==> config.mk <==
export PLATFORM = sky130hd
export DESIGN_NAME = gpio_apb_ctrl
export DESIGN_NICKNAME = d
export VERILOG_FILES = /design/src/rtl/gpio_pkg.sv /design/src/rtl/gpio_sync_edge.sv /design/src/rtl/gpio_apb_ctrl.sv
export SDC_FILE = /design/constraint.sdc
export NUM_CORES = 1
export LEC_CHECK = 0
export CORE_AREA = 2 2 112 114
export DETAILED_ROUTE_END_ITERATION = 16
export DIE_AREA = 0 0 114 116
export GPL_TIMING_DRIVEN = 0
export PLACE_DENSITY = 0.86
export RECOVER_POWER = 100
export SYNTH_ARGS = -nofsm -noshare
export SYNTH_HDL_FRONTEND = slang
export SYNTH_HIERARCHICAL = 1
export SYNTH_SLANG_ARGS = --single-unit
export TNS_END_PERCENT = 5
==> constraint.sdc <==
create_clock -name PCLK -period 3.14 [get_ports PCLK]
set_clock_uncertainty 0.1 [all_clocks]
set_input_delay 0.628 -clock PCLK [delete_from_list [all_inputs] [get_ports PCLK]]
set_output_delay 0.628 -clock PCLK [all_outputs]
set_load 0.02 [all_outputs]
==> src/rtl/gpio_pkg.sv <==
// gpio_pkg: shared constants for the APB GPIO controller.
// Register byte offsets, address decode limit and edge polarity codes.
package gpio_pkg;

    localparam logic [11:0] GPIO_OFS_DOUT    = 12'h000;
    localparam logic [11:0] GPIO_OFS_DIR     = 12'h004;
    localparam logic [11:0] GPIO_OFS_DIN     = 12'h008;
    localparam logic [11:0] GPIO_OFS_INTEN   = 12'h00C;
    localparam logic [11:0] GPIO_OFS_INTPOL  = 12'h010;
    localparam logic [11:0] GPIO_OFS_INTSTAT = 12'h014;
    localparam logic [11:0] GPIO_OFS_DSET    = 12'h018;
    localparam logic [11:0] GPIO_OFS_DCLR    = 12'h01C;

    // Highest decoded address bit; everything above must be zero.
    localparam int GPIO_ADDR_MSB = 4;

    localparam logic GPIO_POL_RISE = 1'b0;
    localparam logic GPIO_POL_FALL = 1'b1;

endpackage

==> src/rtl/gpio_sync_edge.sv <==
// gpio_sync_edge: 2-flop pin synchroniser, history flop and edge detect.
// Ports: i_clk/i_rst, i_pin (async), i_dir (1=output), o_sync, o_rise, o_fall.
module gpio_sync_edge #(
    parameter int WIDTH = 16
) (
    input  logic             i_clk,
    input  logic             i_rst,
    input  logic [WIDTH-1:0] i_pin,
    input  logic [WIDTH-1:0] i_dir,
    output logic [WIDTH-1:0] o_sync,
    output logic [WIDTH-1:0] o_rise,
    output logic [WIDTH-1:0] o_fall
);

    logic [WIDTH-1:0] r_s1;
    logic [WIDTH-1:0] r_s2;
    logic [WIDTH-1:0] r_prev;

    // History is forced low on output pins so a later switch back to
    // input never sees a stale high and fakes a falling edge.
    always_ff @(posedge i_clk) begin
        if (i_rst) begin
            r_s1   <= '0;
            r_s2   <= '0;
            r_prev <= '0;
        end else begin
            r_s1   <= i_pin;
            r_s2   <= r_s1;
            r_prev <= r_s2 & ~i_dir;
        end
    end

    assign o_sync = r_s2;
    assign o_rise = r_s2 & ~r_prev;
    assign o_fall = ~r_s2 & r_prev;

endmodule

==> src/rtl/gpio_apb_ctrl.sv <==
// gpio_apb_ctrl: APB3 register block for the GPIO pad bank with edge IRQ.
// Ports: APB slave (PCLK, PRESET, PSEL..PSLVERR), pad DIR/WDATA/RDATA, IRQ.
module gpio_apb_ctrl
    import gpio_pkg::*;
#(
    parameter int GPIO_WIDTH = 16
) (
    input  logic                  PCLK,
    input  logic                  PRESET,
    input  logic                  PSEL,
    input  logic                  PENABLE,
    input  logic                  PWRITE,
    input  logic [11:0]           PADDR,
    input  logic [31:0]           PWDATA,
    output logic [31:0]           PRDATA,
    output logic                  PREADY,
    output logic                  PSLVERR,
    output logic [GPIO_WIDTH-1:0] GPIO_DIR,
    output logic [GPIO_WIDTH-1:0] GPIO_WDATA,
    input  logic [GPIO_WIDTH-1:0] GPIO_RDATA,
    output logic                  IRQ
);

    logic [GPIO_WIDTH-1:0] r_dout;
    logic [GPIO_WIDTH-1:0] r_dir;
    logic [GPIO_WIDTH-1:0] r_inten;
    logic [GPIO_WIDTH-1:0] r_intpol;
    logic [GPIO_WIDTH-1:0] r_intstat;
    logic [31:0]           r_prdata;
    logic                  r_irq;

    logic                  w_hit;
    logic [11:0]           w_ofs;
    logic                  w_wr;
    logic                  w_rd;
    logic [GPIO_WIDTH-1:0] w_wdata;
    logic [GPIO_WIDTH-1:0] w_w1c;
    logic [GPIO_WIDTH-1:0] w_sync;
    logic [GPIO_WIDTH-1:0] w_rise;
    logic [GPIO_WIDTH-1:0] w_fall;
    logic [GPIO_WIDTH-1:0] w_event;
    logic [GPIO_WIDTH-1:0] w_rdval;
    logic [31:0]           w_rdword;
    logic                  w_unused;

    gpio_sync_edge #(
        .WIDTH (GPIO_WIDTH)
    ) u_sync (
        .i_clk  (PCLK),
        .i_rst  (PRESET),
        .i_pin  (GPIO_RDATA),
        .i_dir  (r_dir),
        .o_sync (w_sync),
        .o_rise (w_rise),
        .o_fall (w_fall)
    );

    assign w_hit   = (PADDR[11:GPIO_ADDR_MSB+1] == '0);
    assign w_ofs   = {7'd0, PADDR[GPIO_ADDR_MSB:2], 2'b00};
    assign w_wr    = PSEL & PENABLE & PWRITE & w_hit;
    assign w_rd    = PSEL & ~PENABLE & ~PWRITE;
    assign w_wdata = PWDATA[GPIO_WIDTH-1:0];
    assign w_w1c   = (w_wr && w_ofs == GPIO_OFS_INTSTAT) ? w_wdata : '0;
    assign w_unused = ^{PADDR[1:0], PWDATA};

    always_comb begin
        w_event = '0;
        for (int i = 0; i < GPIO_WIDTH; i++) begin
            w_event[i] = (r_intpol[i] == GPIO_POL_FALL) ? w_fall[i]
                                                        : w_rise[i];
        end
        w_event = w_event & ~r_dir;
    end

    always_comb begin
        w_rdval = '0;
        if (w_hit) begin
            unique case (w_ofs)
                GPIO_OFS_DOUT:    w_rdval = r_dout;
                GPIO_OFS_DIR:     w_rdval = r_dir;
                GPIO_OFS_DIN:     w_rdval = w_sync;
                GPIO_OFS_INTEN:   w_rdval = r_inten;
                GPIO_OFS_INTPOL:  w_rdval = r_intpol;
                GPIO_OFS_INTSTAT: w_rdval = r_intstat;
                default:          w_rdval = '0;
            endcase
        end
        w_rdword = '0;
        w_rdword[GPIO_WIDTH-1:0] = w_rdval;
    end

    always_ff @(posedge PCLK) begin
        if (PRESET) begin
            r_dout    <= '0;
            r_dir     <= '0;
            r_inten   <= '0;
            r_intpol  <= '0;
            r_intstat <= '0;
            r_prdata  <= '0;
            r_irq     <= 1'b0;
        end else begin
            if (w_wr) begin
                unique case (w_ofs)
                    GPIO_OFS_DOUT:   r_dout   <= w_wdata;
                    GPIO_OFS_DIR:    r_dir    <= w_wdata;
                    GPIO_OFS_INTEN:  r_inten  <= w_wdata;
                    GPIO_OFS_INTPOL: r_intpol <= w_wdata;
                    GPIO_OFS_DSET:   r_dout   <= r_dout | w_wdata;
                    GPIO_OFS_DCLR:   r_dout   <= r_dout & ~w_wdata;
                    default:         ;
                endcase
            end
            // A same-cycle event overrides the W1C for that bit.
            r_intstat <= (r_intstat & ~w_w1c) | w_event;
            if (w_rd) begin
                r_prdata <= w_rdword;
            end
            r_irq <= |(r_intstat & r_inten);
        end
    end

    assign PRDATA     = r_prdata;
    assign PREADY     = 1'b1;
    assign PSLVERR    = 1'b0;
    assign GPIO_DIR   = r_dir;
    assign GPIO_WDATA = r_dout;
    assign IRQ        = r_irq;

endmodule

==> impl_metrics.py, run 1 <==
metrics = {
    "status": {
        "status": "finished, final reports clean",
    },
    "setup_path": {
        "worstPathMaxFanout": 10,
        "cp_data_required_time_ns": 3.35,
        "crit_type": "input pin to flop",
        "end_kind": "flop",
        "critPathLaunchType": "input pin",
        "timing.critical_path.slowest_cell_delay_ns": 0.64,
        "crit_chain": "clkdlybuf4s50_1, buf_2, clkbuf_1, mux2_2, a22oi_1, o21ai_0, a22o_1",
        "slowest_stage": "clkbuf_1",
        "cp.arrival_ns": 3.26,
    },
    "sta": {
        "rsz0062_at_grt": "false",
        "layout_setup_ws_ns": 0.09913,
        "relSlewSlack_pct": 31.17,
        "finalMaxSlewViolations": 0,
        "setup_viol": 0,
        "fin_crit_sh_pct": 96.84,
        "hold_viol": 0,
        "max_freq_mhz": 328.9,
        "period_needed_ns": 3.041,
        "fin_tns_setup_ns": 0,
        "worst_pin_slew_ns": 1.031,
        "whs_ns": 0.3337,
    },
    "cts": {
        "clk_pin_slew_ns": 0.05,
        "cts_root_buf": "clkbuf_16",
        "cts_sinks": 145,
        "postCtsHoldBufs": 0,
        "clock_path_buffers": 2,
        "htreeDepth": 4,
        "insertion_delay_ns": 0.42,
        "cts_resized": 0,
        "numCtsBuffers": 17,
        "tritoncts": "done",
        "cts_setup_buffers": 0,
    },
    "layout": {
        "layout_commonest_cell": "dfxtp_1",
        "num-nets-final": 845,
        "syn_to_final_growth_pct": 25.16,
        "layout_common_cells": "dfxtp_1, nor2b_1, nor2_1",
        "antenna_cells": 0,
        "multiInputGateArea_um2": 3266,
        "fin_cells": 940,
        "drive_above_1_share_pct": 11.35,
        "finalCoreUtilization_pct": 68.71,
        "final.fill_count": 922,
        "seq_area_um2": 2903,
    },
    "synthesis": {
        "ys_seq_elements": 145,
        "synth_top_cell_area_share_pct": 44.39,
        "synth_top_area_cell": "dfxtp_1",
        "synth_cells": 651,
        "ys_types": 43,
        "syn_area_per_cell_um2": 10.04,
        "syn_area_um2": 6539,
        "yosysSeqAreaShare_pct": 44.39,
        "synth_edf_count": 0,
        "synthTopCellsByArea": "dfxtp_1, mux2i_1, nor2b_1, nor2_1, a22o_1",
        "ys.flop_type": "dfxtp_1",
        "ys_async_sr_fraction_pct": 0,
        "yosysWarnings": 6,
    },
    "detailed_routing": {
        "vias": 5543,
        "drt.antenna.violating_nets": 0,
        "viasPerCell": 5.897,
        "drc": 0,
        "first_pass_iters": 6,
        "drt_iter0_markers": 548,
        "wl_mm": 19.13,
        "wl_per_cell_um": 20.35,
    },
    "grt": {
        "antenna_found_initial": 0,
        "grt_max_degree": 17,
        "overflow": 0,
        "grt_pass1_vias": 5363,
        "grt_pass1_wl_mm": 29.08,
        "grtUsageTotal_pct": 29.31,
    },
    "job": {
        "drv_cap": 0,
    },
    "floorplan": {
        "io_pins": 132,
        "initial_core_util_pct": 54.89,
        "rows": 40,
        "die_h_um": 116,
        "die_w_um": 114,
        "fp.dieArea_um2": 13220,
        "core-area_um2": 11910,
    },
    "power_and_ir_drop": {
        "power_density_nw_per_um2": 505.5,
        "power.static_leakage_uw": 0.003607,
        "ir_drop_uv": 306.7,
    },
    "place": {
        "place_inst": 908,
        "io_buffer_count": 94,
        "globalplace.congestion": 0.9622,
        "place_hpwl_mm": 13.33,
        "dp_slack_ns": -0.2098,
    },
    "hold_path": {
        "hold_class": "flop to flop",
    },
}
stage by stage:
step                      power (µW)  area, µm²
final                           4137       8184
after detailed placement        2261       7724
after global placement          2253       7724
after CTS                       4141       8292
after global routing            4243       8184
after floorplan                 2117       6599
synthesized netlist by cell type, types with 5 or more instances:
| master | count |
|---|---|
| o21ai_0 | 17 |
| clkbuf_1 | 20 |
| nor2_1 | 82 |
| mux2i_1 | 80 |
| o21ai_1 | 11 |
| nor3_1 | 18 |
| a21oi_1 | 5 |
| buf_2 | 12 |
| nand2_1 | 8 |
| nor4b_1 | 15 |
| buf_4 | 19 |
| nor3b_2 | 16 |
| a22oi_1 | 15 |
| nor2b_1 | 83 |
| a22o_1 | 31 |
| dfxtp_1 | 145 |
| buf_6 | 5 |
| a2bb2oi_1 | 5 |
| o22ai_1 | 5 |
| mux2_2 | 15 |
worst max-delay path, delay by kind of cell:
kind            cells  cell delay, ns
buf+inv             3            1.61
compound gates      3            0.61
mux                 1            0.41
path summary, 6_finish.rpt:
check,startpoint,end,slack [ns],cells past startpoint
setup / recovery,PADDR[2],PRDATA[13],0.1,7
hold / removal,u_sync/r_s1[9],u_sync/o_sync[9],0.33,1
setup reg to reg,GPIO_DIR[15],PRDATA[15],1.63,4
hold reg to reg,u_sync/r_s1[9],u_sync/o_sync[9],0.33,1
cell families after synthesis:
logic type,Yosys count,share of synthesized area [%]
AO/OA/AOI/OAI,106,12.02
multiplexers,96,15.17
flip-flops,145,44.39
other,2,0.1149
buffers and inverters,58,5.396
AND/OR/NAND/NOR,244,22.90
where the power goes:
group          switching, µW  internal [µW]  leakage [µW]
Clock                    738           1180      0.000280
Sequential              25.4           1880       0.00118
Combinational            185            135       0.00215
Total                    948           3190       0.00361
per-layer routing:
| layer | track usage (%) | vias to the layer above | share of wire [%] |
|---|---|---|---|
| met3 | 5.492 | 28 | 8.7 |
| met5 | 0 | - | 0 |
| met4 | 11.71 | 0 | 1.6 |
| met1 | 37.42 | 2674 | 42 |
| li1 | - | 2556 | - |
| met2 | 49.29 | 285 | 48 |
layout make-up:
class                   count  area share (%)
multi-input cells         464           39.90
flip-flops and latches    145           35.47
repair buffers             94           11.50
clock buffers              29           6.727
plain buffers              57           3.898
well taps                 147           2.247
clock inverters             3          0.2140
inverters                   1         0.04586
state kept, by name (all words and copies together) (netlist names):
register / cells
GPIO_WDATA: 16
PRDATA: 16
r_intstat: 16
r_inten: 16
u_sync/r_s1: 16
GPIO_DIR: 16
u_sync/o_sync: 16
IRQ: 1
u_sync/r_prev: 16
r_intpol: 16
Note: power is estimated with default switching activity, not from simulation.
==> inputs of run 2 (changes only) <==
--- a/config.mk
+++ b/config.mk
@@ -5,11 +5,11 @@
 export SDC_FILE = /design/constraint.sdc
 export NUM_CORES = 1
 export LEC_CHECK = 0
-export CORE_AREA = 2 2 112 114
+export CORE_AREA = 2 2 117 108
 export DETAILED_ROUTE_END_ITERATION = 16
-export DIE_AREA = 0 0 114 116
+export DIE_AREA = 0 0 119 110
 export GPL_TIMING_DRIVEN = 0
-export PLACE_DENSITY = 0.86
+export PLACE_DENSITY = 0.87
 export RECOVER_POWER = 100
 export SYNTH_ARGS = -nofsm -noshare
 export SYNTH_HDL_FRONTEND = slang
==> run 2 against run 1 <==
  * Clock-buffer cell count shrank 10
  * Die area decreased by 1.0%
  * First-iteration DRC count shrank 22%
  * Hold slack improved by 0.0087 ns
  * Sequential power about the same
  * Final cell count grew 1.4%
  * Via count grew 1.4%
  * Highest routed layer unchanged
==> impl_metrics.py, run 2 (synthesized netlist as in run 1, its figures left out) <==
metrics = {
    "cts": {
        "numCtsBuffers": 17,
        "tritoncts": "done",
        "cts_sinks": 145,
        "cts_root_buf": "clkbuf_16",
        "clock_path_buffers": 2,
        "cts_resized": 0,
        "htreeDepth": 4,
        "insertion_delay_ns": 0.42,
        "cts_setup_buffers": 0,
        "clk_pin_slew_ns": 0.06,
        "postCtsHoldBufs": 0,
    },
    "layout": {
        "fin_cells": 953,
        "drive_above_1_share_pct": 12.23,
        "finalCoreUtilization_pct": 69.69,
        "layout_common_cells": "dfxtp_1, nor2b_1, nor2_1",
        "layout_commonest_cell": "dfxtp_1",
        "antenna_cells": 0,
        "syn_to_final_growth_pct": 26.18,
        "final.fill_count": 894,
        "num-nets-final": 845,
    },
    "setup_path": {
        "end_kind": "flop",
        "crit_buf_inv": 2,
        "crit_chain": "clkdlybuf4s50_1, nor3b_1, nand4_2, buf_4, mux2i_1, nor2_1",
        "crit_type": "input pin to flop",
        "critPathTopFamily": "simple AND/OR/NAND/NOR gates",
        "slowest_stage": "nor3b_1",
        "cp_data_required_time_ns": 3.32,
        "cp.arrival_ns": 3.29,
        "timing.critical_path.slowest_cell_delay_ns": 0.81,
        "critPathLaunchType": "input pin",
        "worstPathMaxFanout": 10,
    },
    "floorplan": {
        "die_h_um": 110,
        "core-area_um2": 11840,
        "die_w_um": 119,
        "initial_core_util_pct": 55.23,
        "io_pins": 132,
        "fp.dieArea_um2": 13090,
        "rows": 38,
    },
    "sta": {
        "period_needed_ns": 3.113,
        "max_freq_mhz": 321.2,
        "fin_crit_sh_pct": 99.15,
        "relSlewSlack_pct": 22.85,
        "rsz0062_at_grt": "false",
        "layout_setup_ws_ns": 0.02680,
        "fin_tns_setup_ns": 0,
        "setup_viol": 0,
        "hold_viol": 0,
        "finalMaxSlewViolations": 0,
        "worst_pin_slew_ns": 1.148,
        "whs_ns": 0.3424,
    },
    "detailed_routing": {
        "drt_iter0_markers": 430,
        "vias": 5622,
        "drc": 0,
        "first_pass_iters": 5,
        "drt.antenna.violating_nets": 0,
        "wl_per_cell_um": 20.32,
        "wl_mm": 19.37,
        "viasPerCell": 5.899,
    },
    "power_and_ir_drop": {
        "ir_drop_uv": 368.6,
        "power_density_nw_per_um2": 521.0,
        "power.static_leakage_uw": 0.003608,
    },
    "grt": {
        "grt_max_degree": 17,
        "overflow": 0,
        "antenna_found_initial": 0,
        "grtUsageTotal_pct": 30.18,
        "grt_pass1_wl_mm": 29.64,
        "grt_pass1_vias": 5376,
    },
    "place": {
        "dp_slack_ns": -0.2563,
        "io_buffer_count": 94,
        "place_inst": 921,
        "place_hpwl_mm": 13.53,
        "globalplace.congestion": 0.9570,
    },
    "status": {
        "status": "finished, final reports clean",
    },
    "job": {
        "drv_cap": 0,
    },
    "hold_path": {
        "hold_class": "flop to flop",
    },
}
## run 2: area by class of cell
cell class	instances	area (µm²)	area share [%]
Clock buffer	19	452.9	5.490
Buffer	57	320.3	3.882
Multi-Input combinational cell	464	3268	39.61
Sequential cell	145	2903	35.18
Timing Repair Buffer	94	940.9	11.40
Clock inverter	13	161.4	1.956
Inverter	1	3.754	0.04550
Tap cell	160	200.2	2.426
## run 2: worst register-to-register path: stages, from the launching register on
cell	delay, ns
dfxtp_1	0.36
mux4_2	0.46
inv_1	0.06
o21ai_0	0.18
a22o_1	0.28
## run 2: path summary, 6_finish.rpt
kind	startpoint	end	slack, ns	depth (start not counted)
min	u_sync/r_s1[11]	u_sync/o_sync[11]	0.34	1
max	PADDR[3]	r_intpol[14]	0.03	6
max reg2reg	GPIO_DIR[15]	PRDATA[15]	1.59	4
min reg2reg	u_sync/r_s1[11]	u_sync/o_sync[11]	0.34	1
## run 2: power by group
group	leakage (µW)	total, µW	switching [µW]	internal (µW)
sequential	0.00118	1900	26.1	1880
combinational	0.00214	323	187	136
clock	0.000291	2070	785	1290
## run 2: routing by layer
| metal | vias to the layer above | wire, µm | part of all wire, % | GRT usage [%] |
|---|---|---|---|---|
| met4 | 0 | 558 | 2.9 | 12.84 |
| met3 | 52 | 2121 | 11 | 8.899 |
| met5 | - | 0 | 0 | 0 |
| met1 | 2694 | 7924 | 41 | 38.87 |
| li1 | 2543 | - | - | - |
| met2 | 333 | 8764 | 45 | 47.70 |
## run 2: through the flow
| stage | instance area [µm²] | total power, µW |
|---|---|---|
| 2_1_floorplan | 6599 | 2117 |
| 3_3_place_gp | 7740 | 2253 |
| 3_5_place_dp | 7740 | 2263 |
| 4_1_cts | 8354 | 4305 |
| 5_1_grt | 8250 | 4412 |
| 6_report | 8250 | 4298 |
==> inputs of run 3 (changes only) <==
--- a/config.mk
+++ b/config.mk
@@ -11,6 +11,7 @@
 export GPL_TIMING_DRIVEN = 0
 export PLACE_DENSITY = 0.87
 export RECOVER_POWER = 100
+export SLEW_MARGIN = 0
 export SYNTH_ARGS = -nofsm -noshare
 export SYNTH_HDL_FRONTEND = slang
 export SYNTH_HIERARCHICAL = 1
==> results of run 3 <==
The final DEF is identical to that of run 2; final timing and power are the same.
